--- src/rtl/ts_rx_decode_pkg.sv ---
`default_nettype none
// +----------------------------------------------------------------------------+
// | Module  : ts_rx_decode_pkg                                                 |
// | Brief   : Symbol codes, state codes, TS-count targets and helper functions |
// |           shared by the training-sequence receive decoder.                 |
// | Revision: 1.0 - initial release                                            |
// +----------------------------------------------------------------------------+
package ts_rx_decode_pkg;

    localparam logic [7:0] c_com       = 8'hBC;
    localparam logic [7:0] c_padg12    = 8'hF7;
    localparam logic [7:0] c_ts1_idtfr = 8'h4A;
    localparam logic [7:0] c_ts2_idtfr = 8'h45;

    localparam logic [3:0] c_st_poll = 4'h2;
    localparam logic [3:0] c_st_cfg  = 4'h3;

    localparam logic [3:0] c_sub_poll_active  = 4'h0;
    localparam logic [3:0] c_sub_poll_config  = 4'h1;
    localparam logic [3:0] c_sub_cfg_lw_start = 4'h0;
    localparam logic [3:0] c_sub_cfg_lw_acc   = 4'h1;
    localparam logic [3:0] c_sub_cfg_ln_wait  = 4'h2;
    localparam logic [3:0] c_sub_cfg_ln_acc   = 4'h3;
    localparam logic [3:0] c_sub_cfg_complete = 4'h4;
    localparam logic [3:0] c_sub_cfg_idle     = 4'h5;

    localparam logic c_dsp = 1'b0;
    localparam logic c_usp = 1'b1;

    localparam logic [15:0] c_rx_num_poll_act2cfg = 16'd8;
    localparam logic [15:0] c_rx_num_poll2cfg     = 16'd8;
    localparam logic [15:0] c_rx_num_cfg_c2i      = 16'd8;
    localparam logic [15:0] c_rx_num_cfg_general  = 16'd2;

    typedef enum logic [1:0] {
        TS_NONE = 2'd0,
        TS_TS1  = 2'd1,
        TS_TS2  = 2'd2,
        TS_BAD  = 2'd3
    } ts_type_e;

    // TS_NONE means the state has no expected type and never reports enough.
    function automatic ts_type_e exp_type_of(input logic [7:0] info);
        ts_type_e t;
        t = TS_NONE;
        if (info[7:4] == c_st_poll)
            t = (info[3:0] == c_sub_poll_active) ? TS_TS1 : TS_TS2;
        else if (info[7:4] == c_st_cfg)
            t = (info[3:0] == c_sub_cfg_complete) ? TS_TS2 : TS_TS1;
        return t;
    endfunction

    function automatic logic [15:0] target_of(input logic [7:0] info);
        logic [15:0] n;
        n = 16'd0;
        if (info[7:4] == c_st_poll)
            n = (info[3:0] == c_sub_poll_active) ? c_rx_num_poll_act2cfg : c_rx_num_poll2cfg;
        else if (info[7:4] == c_st_cfg)
            n = (info[3:0] == c_sub_cfg_complete) ? c_rx_num_cfg_c2i : c_rx_num_cfg_general;
        return n;
    endfunction

endpackage
`default_nettype wire

--- src/rtl/ts_rx_classify.sv ---
`default_nettype none
// +----------------------------------------------------------------------------+
// | Module  : ts_rx_classify                                                   |
// | Brief   : Combinational TS1/TS2 detection and field extraction of a        |
// |           128-bit training-sequence word (symbol 0 in the top byte).       |
// | Revision: 1.0 - initial release                                            |
// +----------------------------------------------------------------------------+
module ts_rx_classify
    import ts_rx_decode_pkg::*;
(
    input  logic [127:0] ts,
    output logic         is_ts1,
    output logic         is_ts2,
    output logic [7:0]   link,
    output logic [7:0]   lane,
    output logic [7:0]   rate
);

    logic w_all_ts1;
    logic w_all_ts2;
    // Symbols 3 and 5 carry nothing this decoder acts on.
    logic w_unused_syms;

    always_comb begin
        w_all_ts1 = 1'b1;
        w_all_ts2 = 1'b1;
        for (int i = 6; i < 16; i++) begin
            w_all_ts1 = w_all_ts1 & (ts[127-8*i -: 8] == c_ts1_idtfr);
            w_all_ts2 = w_all_ts2 & (ts[127-8*i -: 8] == c_ts2_idtfr);
        end
    end

    assign is_ts1        = (ts[127:120] == c_com) & w_all_ts1;
    assign is_ts2        = (ts[127:120] == c_com) & w_all_ts2;
    assign link          = ts[119:112];
    assign lane          = ts[111:104];
    assign rate          = ts[95:88];
    assign w_unused_syms = ^{ts[103:96], ts[87:80]};

endmodule
`default_nettype wire

--- src/rtl/ts_rx_decode.sv ---
`default_nettype none
// +----------------------------------------------------------------------------+
// | Module  : ts_rx_decode                                                     |
// | Brief   : TS receive decoder: classifies words, counts consecutive         |
// |           identical TSs, extracts link/lane numbers in USP mode.           |
// |           Optional malformed-word counter: define TSA_ERR_CNT_EN.          |
// | Revision: 1.0 - initial release                                            |
// +----------------------------------------------------------------------------+
module ts_rx_decode
    import ts_rx_decode_pkg::*;
#(
    parameter int CNT_W = 16
) (
    input  logic         clk,
    input  logic         rst_n,
    input  logic [7:0]   ts_info,
    input  logic         mode,
    input  logic         rx_ts_valid,
    input  logic [127:0] rx_ts,
    output logic         rx_ts_ready,
    output logic         rcv_enough,
    output logic [1:0]   rcv_ts_type,
    output logic [7:0]   rcv_link_num,
    output logic         rcv_link_num_vld,
    output logic [7:0]   rcv_lane_num,
    output logic         rcv_lane_num_vld,
    input  logic         update_ack,
    output logic [7:0]   err_cnt
);

    logic             w_is_ts1;
    logic             w_is_ts2;
    logic [7:0]       w_link;
    logic [7:0]       w_lane;
    logic [7:0]       w_rate;
    logic [23:0]      w_key;
    logic             w_info_chg;
    logic             w_take;
    logic             w_match;
    logic             w_same;
    logic             w_extract;
    logic             w_set_link;
    logic             w_set_lane;
    logic             w_enough_nxt;
    logic [CNT_W-1:0] w_cons_nxt;
    logic [CNT_W-1:0] w_target;
    ts_type_e         w_exp;
    ts_type_e         w_word_type;

    logic [7:0]       r_info;
    logic [CNT_W-1:0] r_cons;
    logic             r_enough;
    ts_type_e         r_type;
    logic [23:0]      r_prev;
    logic             r_link_vld;
    logic             r_lane_vld;
    logic [7:0]       r_link;
    logic [7:0]       r_lane;

    ts_rx_classify u_classify (
        .ts     (rx_ts),
        .is_ts1 (w_is_ts1),
        .is_ts2 (w_is_ts2),
        .link   (w_link),
        .lane   (w_lane),
        .rate   (w_rate)
    );

    assign w_key       = {w_link, w_lane, w_rate};
    assign w_info_chg  = (ts_info != r_info);
    assign w_exp       = exp_type_of(ts_info);
    assign w_target    = CNT_W'(target_of(ts_info));
    assign rx_ts_ready = ~(r_link_vld | r_lane_vld);
    // A word arriving with a state change is consumed but otherwise ignored.
    assign w_take      = rx_ts_valid & rx_ts_ready & ~w_info_chg;

    always_comb begin
        w_word_type = TS_BAD;
        if (w_is_ts1)
            w_word_type = TS_TS1;
        else if (w_is_ts2)
            w_word_type = TS_TS2;
    end

    assign w_match = (w_exp != TS_NONE) & (w_word_type == w_exp);
    assign w_same  = (w_key == r_prev);

    always_comb begin
        w_cons_nxt = '0;
        if (w_match) begin
            if (!w_same)
                w_cons_nxt = CNT_W'(1);
            else if (r_cons == {CNT_W{1'b1}})
                w_cons_nxt = r_cons;
            else
                w_cons_nxt = r_cons + CNT_W'(1);
        end
    end

    assign w_enough_nxt = (w_cons_nxt != '0) & (r_enough | (w_cons_nxt >= w_target));

    // The 1->2 step of an identical run happens exactly once per run.
    assign w_extract  = w_take & (mode == c_usp) & w_match & w_same
                      & (r_cons == CNT_W'(1)) & (ts_info[7:4] == c_st_cfg);
    assign w_set_link = w_extract & (w_link != c_padg12)
                      & (((ts_info[3:0] == c_sub_cfg_lw_start) & (w_lane == c_padg12))
                       | (((ts_info[3:0] == c_sub_cfg_lw_acc) | (ts_info[3:0] == c_sub_cfg_ln_wait))
                          & (w_lane != c_padg12)));
    assign w_set_lane = w_extract & (w_link != c_padg12) & (w_lane != c_padg12)
                      & ((ts_info[3:0] == c_sub_cfg_lw_acc) | (ts_info[3:0] == c_sub_cfg_ln_wait));

    always_ff @(posedge clk or negedge rst_n) begin
        if (!rst_n) begin
            r_info     <= 8'h00;
            r_cons     <= '0;
            r_enough   <= 1'b0;
            r_type     <= TS_NONE;
            r_prev     <= 24'h0;
            r_link_vld <= 1'b0;
            r_lane_vld <= 1'b0;
            r_link     <= 8'h00;
            r_lane     <= 8'h00;
        end else begin
            r_info <= ts_info;
            if (w_info_chg) begin
                r_cons     <= '0;
                r_enough   <= 1'b0;
                r_type     <= TS_NONE;
                r_prev     <= 24'h0;
                r_link_vld <= 1'b0;
                r_lane_vld <= 1'b0;
            end else begin
                if (w_take) begin
                    r_cons   <= w_cons_nxt;
                    r_enough <= w_enough_nxt;
                    r_type   <= w_word_type;
                    r_prev   <= w_key;
                end
                if (update_ack) begin
                    r_link_vld <= 1'b0;
                    r_lane_vld <= 1'b0;
                end
                if (w_set_link) begin
                    r_link     <= w_link;
                    r_link_vld <= 1'b1;
                end
                if (w_set_lane) begin
                    r_lane     <= w_lane;
                    r_lane_vld <= 1'b1;
                end
            end
        end
    end

`ifdef TSA_ERR_CNT_EN
    logic [7:0] r_err;

    always_ff @(posedge clk or negedge rst_n) begin
        if (!rst_n)
            r_err <= 8'h00;
        else if (w_take && (w_word_type == TS_BAD) && (r_err != 8'hFF))
            r_err <= r_err + 8'h01;
    end

    assign err_cnt = r_err;
`else
    assign err_cnt = 8'h00;
`endif

    assign rcv_enough       = r_enough;
    assign rcv_ts_type      = r_type;
    assign rcv_link_num     = r_link;
    assign rcv_link_num_vld = r_link_vld;
    assign rcv_lane_num     = r_lane;
    assign rcv_lane_num_vld = r_lane_vld;

endmodule
`default_nettype wire

--- config.mk ---
export PLATFORM = sky130hd
export DESIGN_NAME = ts_rx_decode
export DESIGN_NICKNAME = d
export VERILOG_FILES = /design/src/rtl/ts_rx_decode_pkg.sv /design/src/rtl/ts_rx_classify.sv /design/src/rtl/ts_rx_decode.sv
export SDC_FILE = /design/constraint.sdc
export NUM_CORES = 1
export LEC_CHECK = 0
export ABC_AREA = 1
export BUFFER_PORTS_ARGS = -buffer_cell sky130_fd_sc_hd__buf_2
export CORE_MARGIN = 4
export CORE_UTILIZATION = 48
export CTS_BUF_LIST = sky130_fd_sc_hd__clkbuf_8
export CTS_CLUSTER_SIZE = 20
export DETAILED_ROUTE_END_ITERATION = 8
export MAX_ROUTING_LAYER = met4
export PLACE_DENSITY_LB_ADDON = 0.05
export SLEW_MARGIN = 0
export SYNTH_ARGS = -nofsm -noshare
export SYNTH_HDL_FRONTEND = slang
export SYNTH_SLANG_ARGS = --single-unit
--- constraint.sdc ---
create_clock -name clk -period 2.2 [get_ports clk]
set_clock_uncertainty 0.15 [all_clocks]
set_input_delay 0.44 -clock clk [delete_from_list [all_inputs] [get_ports clk]]
set_output_delay 0.44 -clock clk [all_outputs]
set_load 0.02 [all_outputs]
==> impl.org <==
** Clock tree
- In this run the clock root is driven by a sky130_fd_sc_hd__clkbuf_8.
- For this design, the sink count on the clock tree is 69.
- CTS built an H-tree with a depth of 3.
- At the later pin of the worst-skew pair, clock insertion delay measures 0.35 ns.
- TritonCTS built the clock tree.
- Clock transition at the register clock pins on the worst setup and hold paths after CTS :: 0.09 ns
- CTS buffer count :: 9
- Number of buffers on the longest clock path :: 2

** Timing
- Setup violations remaining at the end of the flow were counted as 6.
- For the final routed database, the setup TNS stands at -0.1554 ns.
- Worst Setup Slack, final :: -0.06987 ns
- Final Max Slew Viols :: 0
- Period utilisation layout :: 1.032
- Final Critical Period :: 2.270 ns
- Setup repair after global routing missed its margin :: true
- Timing would allow up to 440.6 MHz.
- Final number of hold-violating endpoints :: 0

** Logic synthesis
- Summed over all instances, the cell type with the most area after synthesis is sky130_fd_sc_hd__dfrtp_1.
- Gate count after technology mapping :: 818
- Yosys printed 0 warnings.
- Count of flip-flops with a built-in enable after synthesis :: 0
- Post-synthesis area per instance :: 6.395 µm²
- In this run, synthesis produced a sequential element count of 69.
- Cell with the most instances after synthesis :: sky130_fd_sc_hd__nand2_1
- The cell area that synthesis handed to floorplanning was 5231 µm².
- Leading register cell type out of synthesis :: sky130_fd_sc_hd__dfrtp_1
- Most frequent cells after synthesis :: 205 x sky130_fd_sc_hd__nand2_1, 142 x sky130_fd_sc_hd__inv_1, 140 x sky130_fd_sc_hd__nor2_1
- Yosys attributes the largest share of cell area to sky130_fd_sc_hd__dfrtp_1 33%, sky130_fd_sc_hd__nand2_1 15%, sky130_fd_sc_hd__inv_1 10%.
- The share of the Yosys chip area taken by registers is 0.3301.
- Of the post-synthesis cell area, the dominant cell type holds 0.3301.
- In the synthesized netlist the async set-or-reset flop fraction comes to 1.000.
- Distinct cell type count of the synthesized netlist :: 41

** Detailed routing
- Via-to-Cell Ratio :: 4.929
- Dividing the detail-routed wire length by the instance count gives 13.29 µm.
- Wires add up to 16,400 µm.
- Remaining number of nets flagged by the antenna check after routing :: 0
- 1st-iter DRT viols :: 402
- Detailed routing inserted a total of 6,083 vias.
- Number of optimization iterations in the first detailed-route pass :: 4
- After detailed routing, the number of remaining DRC violations is 0.

** Global routing
- Global-route wire length before repair :: 25,660 µm
- Gr usage total :: 0.2495
- Entering global routing, the biggest net connects 70 pins.
- The layer flagged by global routing as most heavily used is met2.
- In the global route stage, met2 resource usage came out at 0.4251.
- Routing usage on met1 :: 0.3167
- The initial antenna violation count was 0.
- Via count of the first global-routing pass :: 5,831
- The total overflow left after global routing is 0.
- In the global route stage, met3 resource usage came out at 0.04151.

** Hold path
- Along the worst hold path, the cell count comes to 1.
- The min-delay analysis places its worst path in the category in -> reg.
- The path with the worst hold slack has its endpoint at r_info[4].
- Hold Crit Start :: ts_info[4]

** Power
- VDD IR-drop max :: 0.2639 mV
- Reported leakage power :: 0.004043 µW
- P per Cell Area :: 383.2 nW/µm²

** Status
- Result of the run :: finished, violations left
- The checks that failed: negative setup slack.

** Setup path
- Kind of critical path :: reg -> reg
- Worst R2R Start :: r_cons[7]
- In this run the critical register-to-register path is captured at rcv_enough.
- Depth of the worst register-to-register path :: 14
- Minimum setup slack among reg-to-reg paths :: -0.07 ns
- Startpoint type of the worst setup path :: register
- Data arrival time of the critical path :: 2.36 ns
- For the worst setup path, the data required time is 2.29 ns.
- Kind of end point of the critical path :: register
- Along the worst path, the maximum fanout reaches 4.

** Die
- For this configuration, the core starts out at a cell density of 0.5000.
- The floorplan step set the die height to 112.4 µm.
- Pin placement for this block handled 171 I/O pins.
- The die covers 12,630 µm².
- In this run the standard cell core region covers 10,460 µm².
- The floorplan step set the die width to 112.4 µm.
- Number of standard-cell rows in the floorplan :: 37

** Cells and area
- Relative to the synthesized area, the layout overhead comes to 46.30%.
- Of the cells placed in the final design, the portion with a size suffix greater than 1 is 0.3588.
- The layout has 873 filler cells.
- After routing the design area is 7654 µm².
- 0 antenna diodes ended up in the layout.
- Net count of the finished layout :: 1,238

** Place
- During placement, the flow inserted port buffers numbering 146.
- The HPWL after detailed placement is 12,420 µm.
- Once placement finished, the instance area stood at 6955 µm².
- Final Wtd Congestion :: 0.8894

** Job
- Max capacitance violation total :: 0
## critical path, cell delays in order, from the launching register on
cell	delay, ns
sky130_fd_sc_hd__dfrtp_1	0.43
sky130_fd_sc_hd__nand2_1	0.10
sky130_fd_sc_hd__nor2_2	0.15
sky130_fd_sc_hd__nand4_1	0.23
sky130_fd_sc_hd__a21oi_2	0.32
sky130_fd_sc_hd__nand3_4	0.13
sky130_fd_sc_hd__ha_4	0.23
sky130_fd_sc_hd__nand2_2	0.05
sky130_fd_sc_hd__nand2_2	0.05
sky130_fd_sc_hd__nand2_2	0.05
sky130_fd_sc_hd__nand2_1	0.05
sky130_fd_sc_hd__nand2_1	0.05
sky130_fd_sc_hd__nand3_1	0.07
sky130_fd_sc_hd__nand2_1	0.06
sky130_fd_sc_hd__nand2_1	0.04
## cell families (layout without fill, tap and decap cells)
family,count (synthesis),count (layout),synth area share
xor gates and xnor gates,21,21,0.03516
DFF,69,69,0.3301
AOI/OAI and AO/OA,79,80,0.09352
adders and majority gates,4,4,0.009567
buffers and inverters,176,446,0.1368
other,1,8,0.0007168
and+or+nand+nor,468,470,0.3942
## routing by layer
metal / wire [µm] / up-vias / part of all wire
li1: - / 3088 / -
met1: 7156 / 2802 / 0.44
met2: 8188 / 181 / 0.50
met3: 931 / 12 / 0.057
met4: 126 / 0 / 0.0077
met5: 0 / - / 0
## worst max-delay path by stage
stage	start	end	slack (ns)	cells after the start
after CTS	r_cons[1]	rcv_lane_num[2]	0.007	10
after global routing	r_cons[1]	rcv_enough	-0.20	15
final	r_cons[7]	rcv_enough	-0.07	14
after floorplan	rx_ts[13]	rcv_enough	-0.07	19
after global placement	rx_ts[53]	rcv_enough	-0.28	19
after detailed placement	rx_ts[77]	rcv_enough	-0.33	21
## state kept, by name, indices dropped and copies added, names as in the netlist
| register | flops |
|---|---|
| rcv_lane_num_vld | 1 |
| rcv_link_num | 8 |
| rcv_enough | 1 |
| rcv_ts_type | 2 |
| rcv_lane_num | 8 |
| r_cons | 16 |
| rcv_link_num_vld | 1 |
| r_info | 8 |
| r_prev | 24 |
## where the power goes
part           switching [µW]  total (µW)  leakage, µW  internal [µW]
registers                4.43        1280     0.000902           1280
logic                     248         469      0.00303            221
clock network             541        1180     0.000110            644
## repair_timing
item / CTS / global route
hold endpoints to repair: 69 / 0
hold buffers: 1 / 0
resized for setup: 12 / 75
setup buffers: 2 / 12
setup endpoints to repair: 18 / 28
pin swaps: 6 / 19
gates cloned: 0 / 3
## layout make-up
type,instances,area [µm²],share of cell area
Multi-Input combinational cell,583,3132,0.4092
Tap cell,136,170.2,0.02223
Inverter,155,590.6,0.07716
Clock inverter,7,98.84,0.01291
Sequential cell,69,1728,0.2258
Clock buffer,9,123.9,0.01618
Timing Repair Buffer,275,1810,0.2366
## cells in the final DEF (no fill, tap or decap), drive strengths merged
master / count
nor2: 152
a32o: 1
a21oi: 12
clkinv: 4
nand4: 17
o22ai: 15
ha: 4
inv: 154
dlygate4sd3: 1
o31ai: 1
nand2: 215
nor3: 9
dfrtp: 69
bufinv: 2
a22o: 9
o2111ai: 4
buf: 274
o21ai: 38
or2: 2
and2: 2
xor2: 11
clkbuf: 9
conb: 8
clkinvlp: 2
xnor2: 10
and3: 2
nand3: 59
nand3b: 4
nor4: 8
## stage by stage
step                      hold WS, ns  setup slack (ns)  instances    util  power (µW)
after global routing          0.09660           -0.2012       1234  0.7315        3066
final                          0.1111          -0.06987       1234  0.7315        2933
after CTS                     0.09739          0.007345       1222  0.6933        2937
after global placement         0.3022           -0.2764       1203  0.6648        1733
after floorplan             -0.005591          -0.07248        825       -        1481
after detailed placement       0.3068           -0.3340       1203  0.6648        1753
No activity file was read; power rests on OpenSTA's default activity.
